`src/rtl/dec2bin_pkg.sv`:
```
// Shared types and constants for the BCD-to-binary sequencer and its mul10 unit.
//   state_e   : controller states
//   RES_W     : width of the binary result
//   PROD_W    : width of the mul10 product
//   RES_MAX   : saturation value of the result
//   DIGIT_MAX : largest legal BCD digit
package dec2bin_pkg;

  localparam int unsigned RES_W   = 16;
  localparam int unsigned PROD_W  = 32;
  localparam int unsigned DIGIT_W = 4;

  localparam logic [RES_W-1:0]   RES_MAX   = 16'hFFFF;
  localparam logic [DIGIT_W-1:0] DIGIT_MAX = 4'd9;

  typedef enum logic [2:0] {
    IDLE = 3'd0,
    LOAD = 3'd1,
    MUL  = 3'd2,
    REL  = 3'd3,
    ADD  = 3'd4,
    DONE = 3'd5
  } state_e;

endpackage : dec2bin_pkg

```
`src/rtl/bcd2bin_ctrl_if.sv`:
```
// Request/result bus of the BCD-to-binary sequencer.
//   master : requester side (drives ap_start, bcd_in)
//   slave  : sequencer side (drives ap_ready, ap_done, ap_return, ovf, err)
// NDIGITS sets the number of packed BCD digits carried on bcd_in.
interface bcd2bin_ctrl_if
  import dec2bin_pkg::*;
#(
  parameter int unsigned NDIGITS = 5
) ();

  localparam int unsigned BCD_W = DIGIT_W * NDIGITS;

  logic             ap_start;
  logic             ap_ready;
  logic             ap_done;
  logic [BCD_W-1:0] bcd_in;
  logic [RES_W-1:0] ap_return;
  logic             ovf;
  logic             err;

  modport master (
    output ap_start,
    output bcd_in,
    input  ap_ready,
    input  ap_done,
    input  ap_return,
    input  ovf,
    input  err
  );

  modport slave (
    input  ap_start,
    input  bcd_in,
    output ap_ready,
    output ap_done,
    output ap_return,
    output ovf,
    output err
  );

endinterface : bcd2bin_ctrl_if

```
`src/rtl/mul10.sv`:
```
// Multiply-by-ten unit with a four-phase ap_start/ap_done handshake.
//   ap_clk, ap_rst (async, active-high)
//   ap_start  : level request, must stay high until ap_done is seen
//   n         : operand, sampled when the product is formed
//   ap_done   : product valid; rises on the third edge that samples ap_start
//               high, clears on the first edge that samples ap_start low
//   ap_return : n*10, 32 bit, held while ap_done=1
module mul10
  import dec2bin_pkg::*;
(
  input  logic              ap_clk,
  input  logic              ap_rst,
  input  logic              ap_start,
  input  logic [RES_W-1:0]  n,
  output logic              ap_done,
  output logic [PROD_W-1:0] ap_return
);

  localparam int unsigned       CNT_W    = 2;
  localparam logic [CNT_W-1:0]  CNT_LAST = 2'd2;

  logic [CNT_W-1:0]  cnt_q, cnt_d;
  logic              done_q, done_d;
  logic [PROD_W-1:0] ret_q, ret_d;
  logic [PROD_W-1:0] prod_c;

  // n*10 as n*8 + n*2
  assign prod_c = (PROD_W'(n) << 3) + (PROD_W'(n) << 1);

  // Latency counter and four-phase done/release
  always_comb begin
    cnt_d  = cnt_q;
    done_d = done_q;
    ret_d  = ret_q;
    if (!ap_start) begin
      cnt_d  = '0;
      done_d = 1'b0;
    end else if (!done_q) begin
      if (cnt_q == CNT_LAST) begin
        done_d = 1'b1;
        ret_d  = prod_c;
      end else begin
        cnt_d = cnt_q + CNT_W'(1);
      end
    end
  end

  always_ff @(posedge ap_clk or posedge ap_rst) begin
    if (ap_rst) begin
      cnt_q  <= '0;
      done_q <= 1'b0;
      ret_q  <= '0;
    end else begin
      cnt_q  <= cnt_d;
      done_q <= done_d;
      ret_q  <= ret_d;
    end
  end

  assign ap_done   = done_q;
  assign ap_return = ret_q;

endmodule : mul10

```
`src/rtl/bcd2bin_ctrl.sv`:
```
// Packed-BCD to 16-bit binary sequencer. Horner iteration acc = acc*10 + digit,
// most-significant digit first, one mul10 handshake per digit. Results above
// 65535 saturate to 0xFFFF with a sticky ovf.
//   ap_clk, ap_rst_n (async, active-low)
//   ap_if (slave): ap_start/ap_ready/ap_done handshake, bcd_in, ap_return, ovf, err
//   NDIGITS      : number of BCD digits (1..5)
// Optional build macro DEC2BIN_DIGIT_CHECK_EN: a digit above 9 aborts the
// conversion with err=1, ap_return=0, ovf=0. Without it err is tied low and
// nibbles 10..15 are accumulated with their raw value.
module bcd2bin_ctrl
  import dec2bin_pkg::*;
#(
  parameter int unsigned NDIGITS = 5
) (
  input  logic          ap_clk,
  input  logic          ap_rst_n,
  bcd2bin_ctrl_if.slave ap_if
);

  localparam int unsigned BCD_W = DIGIT_W * NDIGITS;
  localparam int unsigned IDX_W = (NDIGITS > 1) ? $clog2(NDIGITS) : 1;

  state_e            state_q, state_d;
  logic [BCD_W-1:0]  bcd_q, bcd_d;
  logic [IDX_W-1:0]  idx_q, idx_d;
  logic [RES_W-1:0]  acc_q, acc_d;
  logic [PROD_W-1:0] prod_q, prod_d;
  logic              ovf_q, ovf_d;
  logic              done_q, done_d;
  logic              ready_q, ready_d;
  logic              m_start_q, m_start_d;

  logic              m_done;
  logic [PROD_W-1:0] m_return;
  logic              mul_rst;

  logic [DIGIT_W-1:0] digit_c;
  logic [PROD_W-1:0]  sum_c;

`ifdef DEC2BIN_DIGIT_CHECK_EN
  logic               err_q, err_d;
  logic [DIGIT_W-1:0] top_digit_c;

  assign top_digit_c = ap_if.bcd_in[BCD_W-1 -: DIGIT_W];
`endif

  // Current digit: captured word shifted down by idx nibbles
  assign digit_c = DIGIT_W'(bcd_q >> (32'(idx_q) << 2));
  assign sum_c   = prod_q + PROD_W'(digit_c);

  assign mul_rst = ~ap_rst_n;

  mul10 u_mul10 (
    .ap_clk    (ap_clk),
    .ap_rst    (mul_rst),
    .ap_start  (m_start_q),
    .n         (acc_q),
    .ap_done   (m_done),
    .ap_return (m_return)
  );

  // Next-state and registered-output logic
  always_comb begin
    state_d = state_q;
    bcd_d   = bcd_q;
    idx_d   = idx_q;
    acc_d   = acc_q;
    prod_d  = prod_q;
    ovf_d   = ovf_q;
    done_d  = done_q;
`ifdef DEC2BIN_DIGIT_CHECK_EN
    err_d   = err_q;
`endif

    unique case (state_q)
      IDLE: begin
        if (ap_if.ap_start) state_d = LOAD;
      end

      LOAD: begin
        bcd_d   = ap_if.bcd_in;
        acc_d   = '0;
        idx_d   = IDX_W'(NDIGITS - 1);
        ovf_d   = 1'b0;
        state_d = MUL;
`ifdef DEC2BIN_DIGIT_CHECK_EN
        err_d = 1'b0;
        // Top digit is checked here so a bad leading digit skips the multiply
        if (top_digit_c > DIGIT_MAX) begin
          err_d   = 1'b1;
          state_d = DONE;
        end
`endif
      end

      MUL: begin
        if (m_done) begin
          prod_d  = m_return;
          state_d = REL;
        end
      end

      REL: begin
        if (!m_done) state_d = ADD;
      end

      ADD: begin
        // Saturation is absorbing: 0xFFFF*10 overflows again on later digits
        if (sum_c > PROD_W'(RES_MAX)) begin
          acc_d = RES_MAX;
          ovf_d = 1'b1;
        end else begin
          acc_d = sum_c[RES_W-1:0];
        end
        if (idx_q == '0) begin
          state_d = DONE;
        end else begin
          idx_d   = idx_q - IDX_W'(1);
          state_d = MUL;
        end
`ifdef DEC2BIN_DIGIT_CHECK_EN
        if (digit_c > DIGIT_MAX) begin
          acc_d   = '0;
          ovf_d   = 1'b0;
          err_d   = 1'b1;
          state_d = DONE;
        end
`endif
      end

      DONE: begin
        // done is raised one cycle into DONE and released once ap_start is low
        done_d = 1'b1;
        if (done_q && !ap_if.ap_start) begin
          done_d  = 1'b0;
          state_d = IDLE;
        end
      end

      default: begin
        state_d = IDLE;
      end
    endcase

    m_start_d = (state_d == MUL);
    ready_d   = (state_d == IDLE) && !ap_if.ap_start;
  end

  always_ff @(posedge ap_clk or negedge ap_rst_n) begin
    if (!ap_rst_n) begin
      state_q   <= IDLE;
      bcd_q     <= '0;
      idx_q     <= '0;
      acc_q     <= '0;
      prod_q    <= '0;
      ovf_q     <= 1'b0;
      done_q    <= 1'b0;
      ready_q   <= 1'b0;
      m_start_q <= 1'b0;
    end else begin
      state_q   <= state_d;
      bcd_q     <= bcd_d;
      idx_q     <= idx_d;
      acc_q     <= acc_d;
      prod_q    <= prod_d;
      ovf_q     <= ovf_d;
      done_q    <= done_d;
      ready_q   <= ready_d;
      m_start_q <= m_start_d;
    end
  end

`ifdef DEC2BIN_DIGIT_CHECK_EN
  always_ff @(posedge ap_clk or negedge ap_rst_n) begin
    if (!ap_rst_n) err_q <= 1'b0;
    else           err_q <= err_d;
  end

  assign ap_if.err = err_q;
`else
  assign ap_if.err = 1'b0;
`endif

  assign ap_if.ap_ready  = ready_q;
  assign ap_if.ap_done   = done_q;
  assign ap_if.ap_return = acc_q;
  assign ap_if.ovf       = ovf_q;

endmodule : bcd2bin_ctrl

```
`src/flat_wrapper.sv`:
```
// flat-port wrapper written by rule: the top's interface ports become plain ports
module bcd2bin_ctrl_flat import dec2bin_pkg::*;
#(
  parameter int unsigned NDIGITS = 5
)
  (ap_clk, ap_rst_n, ap_if_ap_start, ap_if_bcd_in, ap_if_ap_ready, ap_if_ap_done, ap_if_ap_return, ap_if_ovf, ap_if_err);
  bcd2bin_ctrl_if #(.NDIGITS(NDIGITS)) ap_if_i ();
  input  logic ap_clk;
  input  logic ap_rst_n;
  input wire logic [$bits(ap_if_i.ap_start)-1:0] ap_if_ap_start;
  input wire logic [$bits(ap_if_i.bcd_in)-1:0] ap_if_bcd_in;
  output wire logic [$bits(ap_if_i.ap_ready)-1:0] ap_if_ap_ready;
  output wire logic [$bits(ap_if_i.ap_done)-1:0] ap_if_ap_done;
  output wire logic [$bits(ap_if_i.ap_return)-1:0] ap_if_ap_return;
  output wire logic [$bits(ap_if_i.ovf)-1:0] ap_if_ovf;
  output wire logic [$bits(ap_if_i.err)-1:0] ap_if_err;
  assign ap_if_i.ap_start = ap_if_ap_start;
  assign ap_if_i.bcd_in = ap_if_bcd_in;
  assign ap_if_ap_ready = ap_if_i.ap_ready;
  assign ap_if_ap_done = ap_if_i.ap_done;
  assign ap_if_ap_return = ap_if_i.ap_return;
  assign ap_if_ovf = ap_if_i.ovf;
  assign ap_if_err = ap_if_i.err;
  bcd2bin_ctrl #(.NDIGITS(NDIGITS)) u_core (.ap_clk(ap_clk), .ap_rst_n(ap_rst_n), .ap_if(ap_if_i));
endmodule
```
`config.mk`:
```
export PLATFORM = sky130hd
export DESIGN_NAME = bcd2bin_ctrl_flat
export DESIGN_NICKNAME = d
export VERILOG_FILES = /design/src/rtl/dec2bin_pkg.sv /design/src/rtl/bcd2bin_ctrl_if.sv /design/src/rtl/mul10.sv /design/src/rtl/bcd2bin_ctrl.sv /design/src/flat_wrapper.sv
export SDC_FILE = /design/constraint.sdc
export NUM_CORES = 1
export LEC_CHECK = 0
export BUFFER_PORTS_ARGS = -buffer_cell sky130_fd_sc_hd__clkbuf_2
export CAP_MARGIN = 20
export CORE_AREA = 2 2 184 96
export DETAILED_ROUTE_END_ITERATION = 10
export DIE_AREA = 0 0 186 98
export GPL_ROUTABILITY_DRIVEN = 0
export PLACE_DENSITY_LB_ADDON = 0.3
export SLEW_MARGIN = 30
export SYNTH_ARGS = -nofsm -noshare
export SYNTH_HDL_FRONTEND = slang
export SYNTH_SLANG_ARGS = --single-unit
export TNS_END_PERCENT = 1
```
`constraint.sdc`:
```
create_clock -name ap_clk -period 3.1 [get_ports ap_clk]
set_input_delay 0.93 -clock ap_clk [delete_from_list [all_inputs] [get_ports ap_clk]]
set_output_delay 0.93 -clock ap_clk [all_outputs]
set_load 0.005 [all_outputs]
```
Yosys cells after proc, flatten, opt, wreduce, memory -nomap -nowiden
Index checks and enable logic that the tools add are counted.

Add/subtract/negate cells: 4. Multipliers: 0. Div/mod/pow operators: 0. $lt $le $gt $ge: 1. Equal/unequal tests: 11. Shift-type cells: 1. Muxes and demuxes: 19. Bitwise logic cells: 1. Reduce and logical (&&, ||, !) cells: 12.

Operators with widths (number): adder 32 x 4 -> 32 bit (1); > comparator 32 x 16 -> 1 bit (second input constant) (1); case mux 16 bit (2 select lines) (1); adder 19 x 17 -> 20 bit (1); >> shifter 20 x 5 -> 4 bit (1); 2-to-1 mux 3 bit (6); case mux 3 bit (6 select lines) (1); 2-to-1 mux 16 bit (1); == test 3 x 2 -> 1 bit (second input constant) (3); zero test 3 bit (3); AND reduction 2 bit (4); == test 3 bit (second input constant) (2); 2-to-1 mux 2 bit (3); != test 2 bit (second input constant) (3); case mux 3 bit (2 select lines) (1); 2-to-1 mux 1 bit (5); == test 3 x 1 -> 1 bit (second input constant) (1); AND reduction 3 bit (1); subtractor 3 x 1 -> 3 bit (second input constant) (1); adder 2 x 1 -> 2 bit (second input constant) (1); == test 2 bit (second input constant) (1); logical AND 1 bit (2); != test 2 x 1 -> 1 bit (second input constant) (1); case mux 1 bit (2 select lines) (1); other kinds (3) (3).

Bits in registers: 113. Latch bits: 0. RAM bits: 0. Bits in read-only memories: 0. Input bits: 23. Logic and storage cells: 61. Memories: 0.

Depth between registers and ports, before layout
Gate-level depths: netlist of the first run.

Depth in word-level cells: 6. Depth in mapped cells: 12. Depth with buffers taken out: 10.

Hierarchy
A second synthesis of the first run with hierarchy kept.

Cell total of the unflattened synthesis: 592. Area, all modules: 5680.4 um^2.

Modules (own cells, without submodules): bcd2bin_ctrl (instances 1, cells an instance 406, area an instance 3980.1 um^2); mul10 (instances 1, cells an instance 186, area an instance 1700.4 um^2).

Worst setup path after synthesis of the first run
Ideal clock, no wire load.

Path kind: register to register. From: register u_core.idx_q[0]. To: register u_core.acc_q[14] (netlist: u_core.ap_if.ap_return[14]). Setup time: 134 ps. Arrival time: 2595 ps. Required time: 2966 ps. Path slack: 371 ps. Cell stages (with the launch flop): 13. Clock period less this slack: 2729 ps. Cell sequence: dfrtp_1 buf_2 mux4_2 inv_1 o21ai_0 ha_1 fa_1 a21o_1 nand3_1 nand3_1 o211ai_2 buf_4 o211ai_1.

Cells in the longest elaborated chain, start to end: 5.

RTL lines: start, declared (line bcd2bin_ctrl.sv:25) `logic [IDX_W-1:0] idx_q, idx_d;`; start signal, assigned (line bcd2bin_ctrl.sv:163) `idx_q <= idx_d;`; >> shifter 20 x 5 -> 4 bit (*) (line bcd2bin_ctrl.sv:48) `assign digit_c = DIGIT_W'(bcd_q >> (32'(idx_q) << 2));`; adder 32 x 4 -> 32 bit (*) (line bcd2bin_ctrl.sv:49) `assign sum_c = prod_q + PROD_W'(digit_c);`; > comparator 32 x 16 -> 1 bit (line bcd2bin_ctrl.sv:109) `if (sum_c > PROD_W'(RES_MAX)) begin`; 2-to-1 mux 16 bit (*) (line bcd2bin_ctrl.sv:109); case mux 16 bit (2 select lines) (*) (line bcd2bin_ctrl.sv:75) `unique case (state_q)`; end signal, assigned (line bcd2bin_ctrl.sv:154) `acc_q <= '0;`; end signal, assigned (line bcd2bin_ctrl.sv:164) `acc_q <= acc_d;`; end, declared (line bcd2bin_ctrl.sv:26) `logic [RES_W-1:0] acc_q, acc_d;`.

Every way passes the cells marked *; elsewhere a longest branch is shown, timed or not. A chain may end at the register's enable or synchronous reset.

Worst setup path after layout of the first run
From: register u_core.idx_q[0]. To: register u_core.acc_q[5] (netlist: u_core.ap_if.ap_return[5]).

Same word-level chain as after synthesis.

==> run metrics, run 1 <==
share of cells above drive strength 1 0.255; distinct cell type count after synthesis 70; Avg WL per Cell 16.8 µm; Mapped Cells 463; P&R area growth vs syn 16.2%; Worst EP required 3.29 ns; maxcap violations 0; sequential area share after synthesis 0.447; clock sink total 87; setup skew after layout 0.00702 ns; die width 186 µm; DR iter-0 viols 252; via count 3694; clk root buf clkbuf_16; area occupied by multi-input gates 0.00253 mm²; hold depth 2; R2R setup slack 0.17 ns; Post-Layout Cell Count 735; Static Leakage 2.61 nW; # nets final 541; antenna violations before repair 0; main combinational cell family by area after synthesis compound AO/OA/AOI/OAI gates; synth warn 0; worst-path cell chain mux4_2 -> inv_1 -> o21ai_0 -> ha_1 -> fa_1 -> a21o_1 -> nand3_1 -> nand3_2 -> o211ai_4 -> buf_12 -> o211ai_1; maximum vdd drop 0.262 mV; first-pass GRT wire length 20.4 mm; post-synthesis mux area share 0.111; CP max-delay cell mux4_2; Worst Min Path Start u_core.u_mul10.ap_return[3]; deepest clock path buffer count 2; input/output buffers 41; Synth Area in Adders 0.0596; crit path DAT 3.13 ns; worst skew pair latency 0.34 ns; post-route antenna net violation count 0; critical path's top delay family adder cells; die span in y 98 µm; crit-path max cell delay 0.50 ns; Mapped Area 0.00487 mm²; DP HPWL 9.39 mm; Fin. Hold Viols 0; Antenna Cells 0; largest net degree at the start of global routing 43; Die Area 0.0182 mm²; dpl cells 717; GRT Residual Overflow 0; xor/xnor cell area share of the yosys netlist 0.0306; post-synthesis compound-gate area fraction 0.176; R2R depth 11; Top Ports 43; vias in the first global route 3627; most common cell after layout, fill and taps aside dfrtp_1; synthesized area per cell 10.5 µm²; CP Capture Type flip-flop; FF+latch count, synth 87; Site Rows 34; most frequent cells in the layout 86 x dfrtp_1, 48 x nand2_1, 40 x clkbuf_2, 39 x mux2_2, 23 x o21ai_0; crit share post-route 0.946; Core Area 0.0168 mm²; worst path bufs/invs 2; critical path class reg -> reg; number of CTS-inserted buffers 9; CTS tree yes; Final Setup Violations 0; worst r2r src u_core.idx_q[0]; Power Density 897 mW/mm²; gr usage total 0.145; status completed; Critical Path Source Type flip-flop; actual slew at the worst max-slew pin 0.716 ns; Starting Density 0.290; Post-Synth Simple-Gate Area 0.135; routed vias/inst 5.03; Fill cells 1716; RSZ-0062 raised after global routing false; Pre-antenna DRT Iters 5; fraction of registers with async set/reset 1.00; H-tree lvl count 3; Fmax 341 MHz; Hold Crit Class reg -> reg; Top FF cell, synth dfrtp_1; Setup crit start u_core.idx_q[0]; Util after Layout 0.337; max-slew violation count 0; net count of the mapped netlist 508; DRC violations left 0; crit path max fanout 11; Hold EP u_core.u_mul10.ap_return[3]; drt total wl 12.4 mm; FF-to-FF End u_core.ap_if.ap_return[5]; Worst slew margin 0.523; Register Area 0.00218 mm²; clock-pin slew on the worst setup and hold paths 0.06 ns; Post-synth EDFFs 0; Tmin final 2.93 ns
==> kinds of logic after synthesis <==
family	Yosys count
compound gates	119
xor+xnor	17
fa+ha+maj	22
buf+inv	44
flops	87
mux	44
other cells	1
simple gates	129
==> metal layers <==
layer  GRT usage  part of all wire
met1       0.232              0.55
met2       0.187              0.38
met4      0.0345            0.0098
met3      0.0421             0.060
met5           0                 0
==> worst reg2reg max path: cells and delay by family (launching register included) <==
kind / cells / cell delay, ns
DFF: 1 / 0.39
adders and majority gates: 2 / 0.66
and+or+nand+nor: 2 / 0.34
AOI/OAI and AO/OA: 4 / 0.65
buffers and inverters: 2 / 0.23
muxes: 1 / 0.50
==> synthesized netlist by cell type, types with 3 or more instances <==
library cell / instances / area share
a21oi_1: 19 / 0.020
dfrtp_1: 87 / 0.45
nor3_1: 4 / 0.0041
nand2_1: 48 / 0.037
mux4_2: 4 / 0.019
or3_1: 5 / 0.0064
buf_2: 10 / 0.010
xnor2_1: 6 / 0.011
mux2_2: 39 / 0.090
a21o_1: 8 / 0.012
o21a_1: 7 / 0.011
nor2_1: 18 / 0.014
a22oi_1: 5 / 0.0077
a211o_1: 3 / 0.0054
o31a_1: 4 / 0.0072
a211oi_1: 4 / 0.0062
xor2_1: 11 / 0.020
nor2b_1: 5 / 0.0064
clkbuf_1: 14 / 0.011
a31oi_1: 4 / 0.0051
buf_4: 5 / 0.0077
inv_1: 15 / 0.012
nand2b_1: 4 / 0.0051
ha_1: 20 / 0.051
nand3_1: 17 / 0.017
and3_1: 4 / 0.0051
o2111ai_1: 3 / 0.0054
o21ai_0: 23 / 0.024
nand4_1: 7 / 0.0090
o211ai_1: 9 / 0.014
==> flip-flops by register name (all words and copies together) (netlist names) <==
signal / cells
u_core.ap_if.ovf: 1
u_core.bcd_q: 20
u_core.m_start_q: 1
u_core.prod_q: 19
u_core.u_mul10.ap_done: 1
u_core.idx_q: 3
u_core.u_mul10.ap_return: 19
u_core.ap_if.ap_return: 16
u_core.u_mul10.cnt_q: 2
u_core.ap_if.ap_done: 1
u_core.ap_if.ap_ready: 1
u_core.state_q: 3
==> through the flow <==
stage	worst slack, ns	area (µm²)	total power (W)	hold slack [ns]	TNS [ns]
3_5_place_dp	-0.181	5320	0.00398	0.458	-1.24
2_1_floorplan	0.371	4870	0.00335	0.440	0
6_report	0.167	5660	0.00508	0.471	0
4_1_cts	-0.0201	5650	0.00509	0.474	-0.0504
5_1_grt	0.0503	5660	0.00546	0.507	0
3_3_place_gp	0.0116	5320	0.00392	0.455	0
==> repair_timing <==
item                                    4_1_cts  5_1_grt
endpoints found under the setup margin       11       17
pin swaps                                     1        0
buffers inserted                              1        1
hold buffers                                  0        0
resized for setup                             2        2
==> where the power goes <==
group	switching [W]	leakage [nW]	internal, W	total, W
clock	0.000435	0.146	0.000643	0.00108
sequential	0.000489	1.13	0.00155	0.00204
combinational	0.00104	1.33	0.000922	0.00196
total	0.00196	2.61	0.00311	0.00508
==> worst max path at each step <==
stage	to	slack, ns	cells past startpoint
floorplan	u_core.ap_if.ap_return[14]	0.37	12
global placement	u_core.ap_if.ap_return[14]	0.01	10
detailed placement	u_core.ap_if.ap_return[15]	-0.18	10
CTS	u_core.ap_if.ap_return[5]	-0.02	11
global route	u_core.ap_if.ap_return[5]	0.05	11
finish	u_core.ap_if.ap_return[5]	0.17	11
==> final cells by class <==
cell class | count | area share
clock buffers | 12 | 0.0436
well taps | 234 | 0.0517
repair buffers | 51 | 0.0544
multi-input cells | 332 | 0.447
inverters | 15 | 0.00995
flip-flops and latches | 87 | 0.385
clock inverters | 4 | 0.00796
No activity file was read; power rests on OpenSTA's default activity.
==> inputs of run 2 (changes only) <==
--- a/config.mk
+++ b/config.mk
@@ -8,6 +8,7 @@
 export BUFFER_PORTS_ARGS = -buffer_cell sky130_fd_sc_hd__clkbuf_2
 export CAP_MARGIN = 20
 export CORE_AREA = 2 2 184 96
+export CTS_BUF_LIST = sky130_fd_sc_hd__clkbuf_4 sky130_fd_sc_hd__clkbuf_8 sky130_fd_sc_hd__clkbuf_16
 export DETAILED_ROUTE_END_ITERATION = 10
 export DIE_AREA = 0 0 186 98
 export GPL_ROUTABILITY_DRIVEN = 0
==> run 2 against run 1 <==
Via count fell by 0.24%; power rose by 0.30%; largest cell class unchanged; final area rose by 0.13%; hold slack barely moved; sequential cell count did not move; largest power group unchanged; clock skew barely moved; final cell count did not move.
==> run metrics, run 2 (synthesis results as in run 1) <==
worst-path cell chain mux4_2 -> inv_1 -> o21ai_0 -> ha_1 -> fa_1 -> a21o_1 -> nand3_1 -> nand3_2 -> o211ai_4 -> buf_12 -> o211ai_1; drt total wl 12.4 mm; Worst EP required 3.29 ns; met1 GRT Util 0.232; maximum vdd drop 0.262 mV; # nets final 541; routed vias/inst 5.01; input/output buffers 41; number of CTS-inserted buffers 9; largest net degree at the start of global routing 43; crit path DAT 3.13 ns; Antenna Cells 0; vias in the first global route 3621; actual slew at the worst max-slew pin 0.716 ns; clk root buf clkbuf_16; Largest register FFs 20; placed cell area 0.00532 mm²; Fmax 340 MHz; DP HPWL 9.39 mm; Tmin final 2.94 ns; Reg with most FFs u_core.bcd_q; via count 3685; Die Area 0.0182 mm²; Util after Layout 0.337; Fin. Hold Viols 0; Starting Density 0.290; share of cells above drive strength 1 0.259; max-slew violation count 0; Site Rows 34; antenna violations before repair 0; met2 Resource Use GR 0.186; Power Density 899 mW/mm²; DRC violations left 0; most common cell after layout, fill and taps aside dfrtp_1; Avg WL per Cell 16.8 µm; gr usage total 0.145; clock-pin slew on the worst setup and hold paths 0.06 ns; most frequent cells in the layout 86 x dfrtp_1, 48 x nand2_1, 40 x clkbuf_2, 39 x mux2_2, 23 x o21ai_0; Hold Buf Count CTS 0; status completed; Critical Path Source Type flip-flop; P&R area growth vs syn 16.4%; GRT met3 Usage 0.0421; crit-path max cell delay 0.50 ns; peak-usage layer in the global routing report met1; setup TNS 0 ns; critical path class reg -> reg; crit share post-route 0.948; Design Area, Final 0.00567 mm²; GRT Residual Overflow 0; Core Area 0.0168 mm²; crit path max fanout 11; first-pass GRT wire length 20.3 mm; worst skew pair latency 0.34 ns; clock sink total 87; deepest clock path buffer count 2; CTS tree yes; Final Power 0.00509 W; RSZ-0062 raised after global routing false; setup skew after layout 0.00662 ns; Hold Slack 0.471 ns; Worst slew margin 0.523; maxcap violations 0; Static Leakage 2.62 nW; post-route antenna net violation count 0; die span in y 98 µm; Fill cells 1715; CP Capture Type flip-flop; die width 186 µm; worst path bufs/invs 2; H-tree lvl count 3; Pre-antenna DRT Iters 4; Hold Crit Class reg -> reg; CP max-delay cell mux4_2; Top Ports 43; DR iter-0 viols 250; Final Setup Violations 0; critical path's top delay family adder cells
[run 2: cell counts in the layout (fill, tap and decap cells not counted)]
No cell type changed its count.
[run 2: final timing paths]
check | slack [ns] | depth (start not counted) | from | end
max | 0.16 | 11 | u_core.idx_q[0] | u_core.ap_if.ap_return[5]
min | 0.47 | 2 | u_core.u_mul10.ap_return[3] | u_core.u_mul10.ap_return[3]
max reg2reg | 0.16 | 11 | u_core.idx_q[0] | u_core.ap_if.ap_return[5]
min reg2reg | 0.47 | 2 | u_core.u_mul10.ap_return[3] | u_core.u_mul10.ap_return[3]
max in group asynchronous | 1.89 | 2 | ap_rst_n | u_core.state_q[2]
min in group asynchronous | 0.59 | 1 | ap_rst_n | u_core.prod_q[2]
[run 2: cell type report]
cell class	count	area, µm²	area share
clock buffers	12	254	0.0448
clock inverters	4	45.0	0.00795
inverters	15	56.3	0.00994
multi-input cells	332	2530	0.447
flip-flops and latches	87	2180	0.384
well taps	234	293	0.0517
repair buffers	51	308	0.0543
[run 2: timing repair]
action,4_1_cts,5_1_grt
pin swaps,1,0
buffers inserted,1,1
setup endpoints to repair,11,17
resized for setup,2,2
[run 2: power breakdown]
| part | leakage (nW) | total, W | switching (W) | internal (W) |
|---|---|---|---|---|
| clock | 0.153 | 0.00109 | 0.000434 | 0.000660 |
| sequential | 1.13 | 0.00204 | 0.000488 | 0.00155 |
| combinational | 1.33 | 0.00196 | 0.00104 | 0.000922 |
| total | 2.62 | 0.00509 | 0.00196 | 0.00313 |
[run 2: stage by stage]
step | instances | setup WS [ns]
finish | 735 | 0.162
global route | 735 | 0.0503
CTS | 734 | -0.0201
detailed placement | 717 | -0.181
global placement | 717 | 0.0116
floorplan | 463 | 0.371
[run 2: tightest hold or removal path, stage by stage, from the launching register on]
cell and delay, ns:
dfrtp_1 0.34, nand2_1 0.05, nand2_1 0.05
[run 2: routing by layer]
metal,wire (µm),part of all wire,up-vias
met5,0,0,-
met4,125,0.010,0
met3,724,0.059,12
met2,4770,0.39,83
met1,6760,0.55,1837
li1,-,-,1753
==> inputs of run 3 (changes only) <==
==> constraint.sdc (replaced) <==
create_clock -name ap_clk -period 3.1 [get_ports ap_clk]
set_input_delay 0.465 -clock ap_clk [delete_from_list [all_inputs] [get_ports ap_clk]]
set_output_delay 0.465 -clock ap_clk [all_outputs]
set_load 0.005 [all_outputs]
==> run 3 against run 2 <==
Final cell count shrank 0.27%; global-route usage fell by 0.11 points; final area is 0.15% higher; power increased by 1.3%; non-clock buffer count is 2 lower; critical path type unchanged; critical endpoint unchanged; highest routed layer unchanged.
==> run metrics, run 3 (synthesis results as in run 1) <==
status completed; maxcap violations 0; Fin. Hold Viols 0; clock-pin slew on the worst setup and hold paths 0.06 ns; Hold Crit Class in -> async; Top Ports 43; first-pass GRT wire length 20.1 mm; largest net degree at the start of global routing 56; # nets final 539; die width 186 µm; Worst slew margin 0.510; post-route antenna net violation count 0; Site Rows 34; maximum vdd drop 0.341 mV; Hold Buf Count CTS 0; clock sink total 87; gr usage total 0.144; routed vias/inst 5.01; Starting Density 0.290; via count 3675; input/output buffers 41; DP HPWL 9.18 mm; H-tree lvl count 3; RSZ-0062 raised after global routing false; Critical Path Source Type flip-flop; final worst setup slack 0.179 ns; Reg with most FFs u_core.bcd_q; critical path class reg -> reg; setup skew after layout 0.00728 ns; GRT Residual Overflow 0; most common cell after layout, fill and taps aside dfrtp_1; max-slew violation count 0; Util after Layout 0.338; clk root buf clkbuf_16; Worst EP required 3.29 ns; Hold Slack 0.195 ns; vias in the first global route 3636; DRC violations left 0; actual slew at the worst max-slew pin 0.734 ns; Tmin final 2.92 ns; pre-CTS WS -0.108 ns; DR iter-0 viols 357; Static Leakage 2.61 nW; P&R area growth vs syn 16.5%; antenna violations before repair 0; Power Density 909 mW/mm²; deepest clock path buffer count 2; Largest register FFs 20; CTS tree yes; Avg WL per Cell 16.9 µm; most frequent cells in the layout 86 x dfrtp_1, 48 x nand2_1, 40 x clkbuf_2, 39 x mux2_2, 23 x o21ai_0; crit path DAT 3.11 ns; Pre-antenna DRT Iters 4; crit share post-route 0.942; Antenna Cells 0; Final Setup Violations 0; CP Capture Type flip-flop; Fmax 342 MHz; die span in y 98 µm; worst skew pair latency 0.34 ns; Core Area 0.0168 mm²; drt total wl 12.4 mm; crit path max fanout 11; share of cells above drive strength 1 0.259; Die Area 0.0182 mm²; number of CTS-inserted buffers 9
run 3: changes by cell type in the layout (fill, tap and decap cells not counted):
cell	previous run	this run
clkbuf_4	2	3
buf_4	9	7
bufinv_16	1	2
nand3_1	16	15
clkbuf_8	1	0
clkinv_2	3	2
nand3_2	2	3
run 3: metrics by stage:
| step | area, µm² | power, W | TNS (ns) | std cells |
|---|---|---|---|---|
| final | 5680 | 0.00516 | 0 | 733 |
| after global routing | 5680 | 0.00554 | 0 | 733 |
| after CTS | 5640 | 0.00516 | 0 | 732 |
| after detailed placement | 5310 | 0.00397 | -0.458 | 716 |
| after global placement | 5310 | 0.00392 | 0 | 716 |
| after floorplan | 4870 | 0.00335 | 0 | 463 |
run 3: final timing paths:
check                                              end                   startpoint  slack, ns  cells past startpoint
max in group asynchronous             u_core.bcd_q[19]                     ap_rst_n       2.26                      2
min reg2reg                u_core.u_mul10.ap_return[3]  u_core.u_mul10.ap_return[3]       0.47                      2
max                          u_core.ap_if.ap_return[5]              u_core.idx_q[0]       0.18                     11
min in group ap_clk              u_core.ap_if.ap_ready               ap_if_ap_start       0.32                      2
max reg2reg                  u_core.ap_if.ap_return[5]              u_core.idx_q[0]       0.18                     11
min                                   u_core.prod_q[2]                     ap_rst_n       0.19                      1
run 3: per-layer routing:
metal  up-vias  wire length [µm]  GRT usage
met5         -                 0          0
met4         0                76     0.0279
met3         5              1030     0.0410
met2        95              4900      0.187
met1      1824              6390      0.231
li1       1751                 -          -
run 3: area by class of cell:
class,count,area [µm²]
well taps,234,293
clock inverters,4,70.1
flip-flops and latches,87,2180
clock buffers,12,248
multi-input cells,332,2540
inverters,15,56.3
repair buffers,49,293
fillers,1700,11100
run 3: critical path, cell delays in order (launching register included):
cell	delay, ns
dfrtp_2	0.43
mux4_2	0.50
inv_1	0.06
o21ai_0	0.07
ha_1	0.25
fa_1	0.42
a21o_1	0.25
nand3_2	0.14
nand3_2	0.15
o211ai_4	0.25
buf_12	0.16
o211ai_1	0.09
run 3: report_power, final:
part	switching [W]	internal (W)
clock network	0.000427	0.000730
registers	0.000489	0.00155
logic	0.00104	0.000916
total	0.00196	0.00320
run 3: what timing repair did:
item	4_1_cts	5_1_grt
resized for setup	2	3
hold endpoints to repair	0	0
pin swaps	0	1
setup endpoints to repair	11	16
setup buffers	0	1
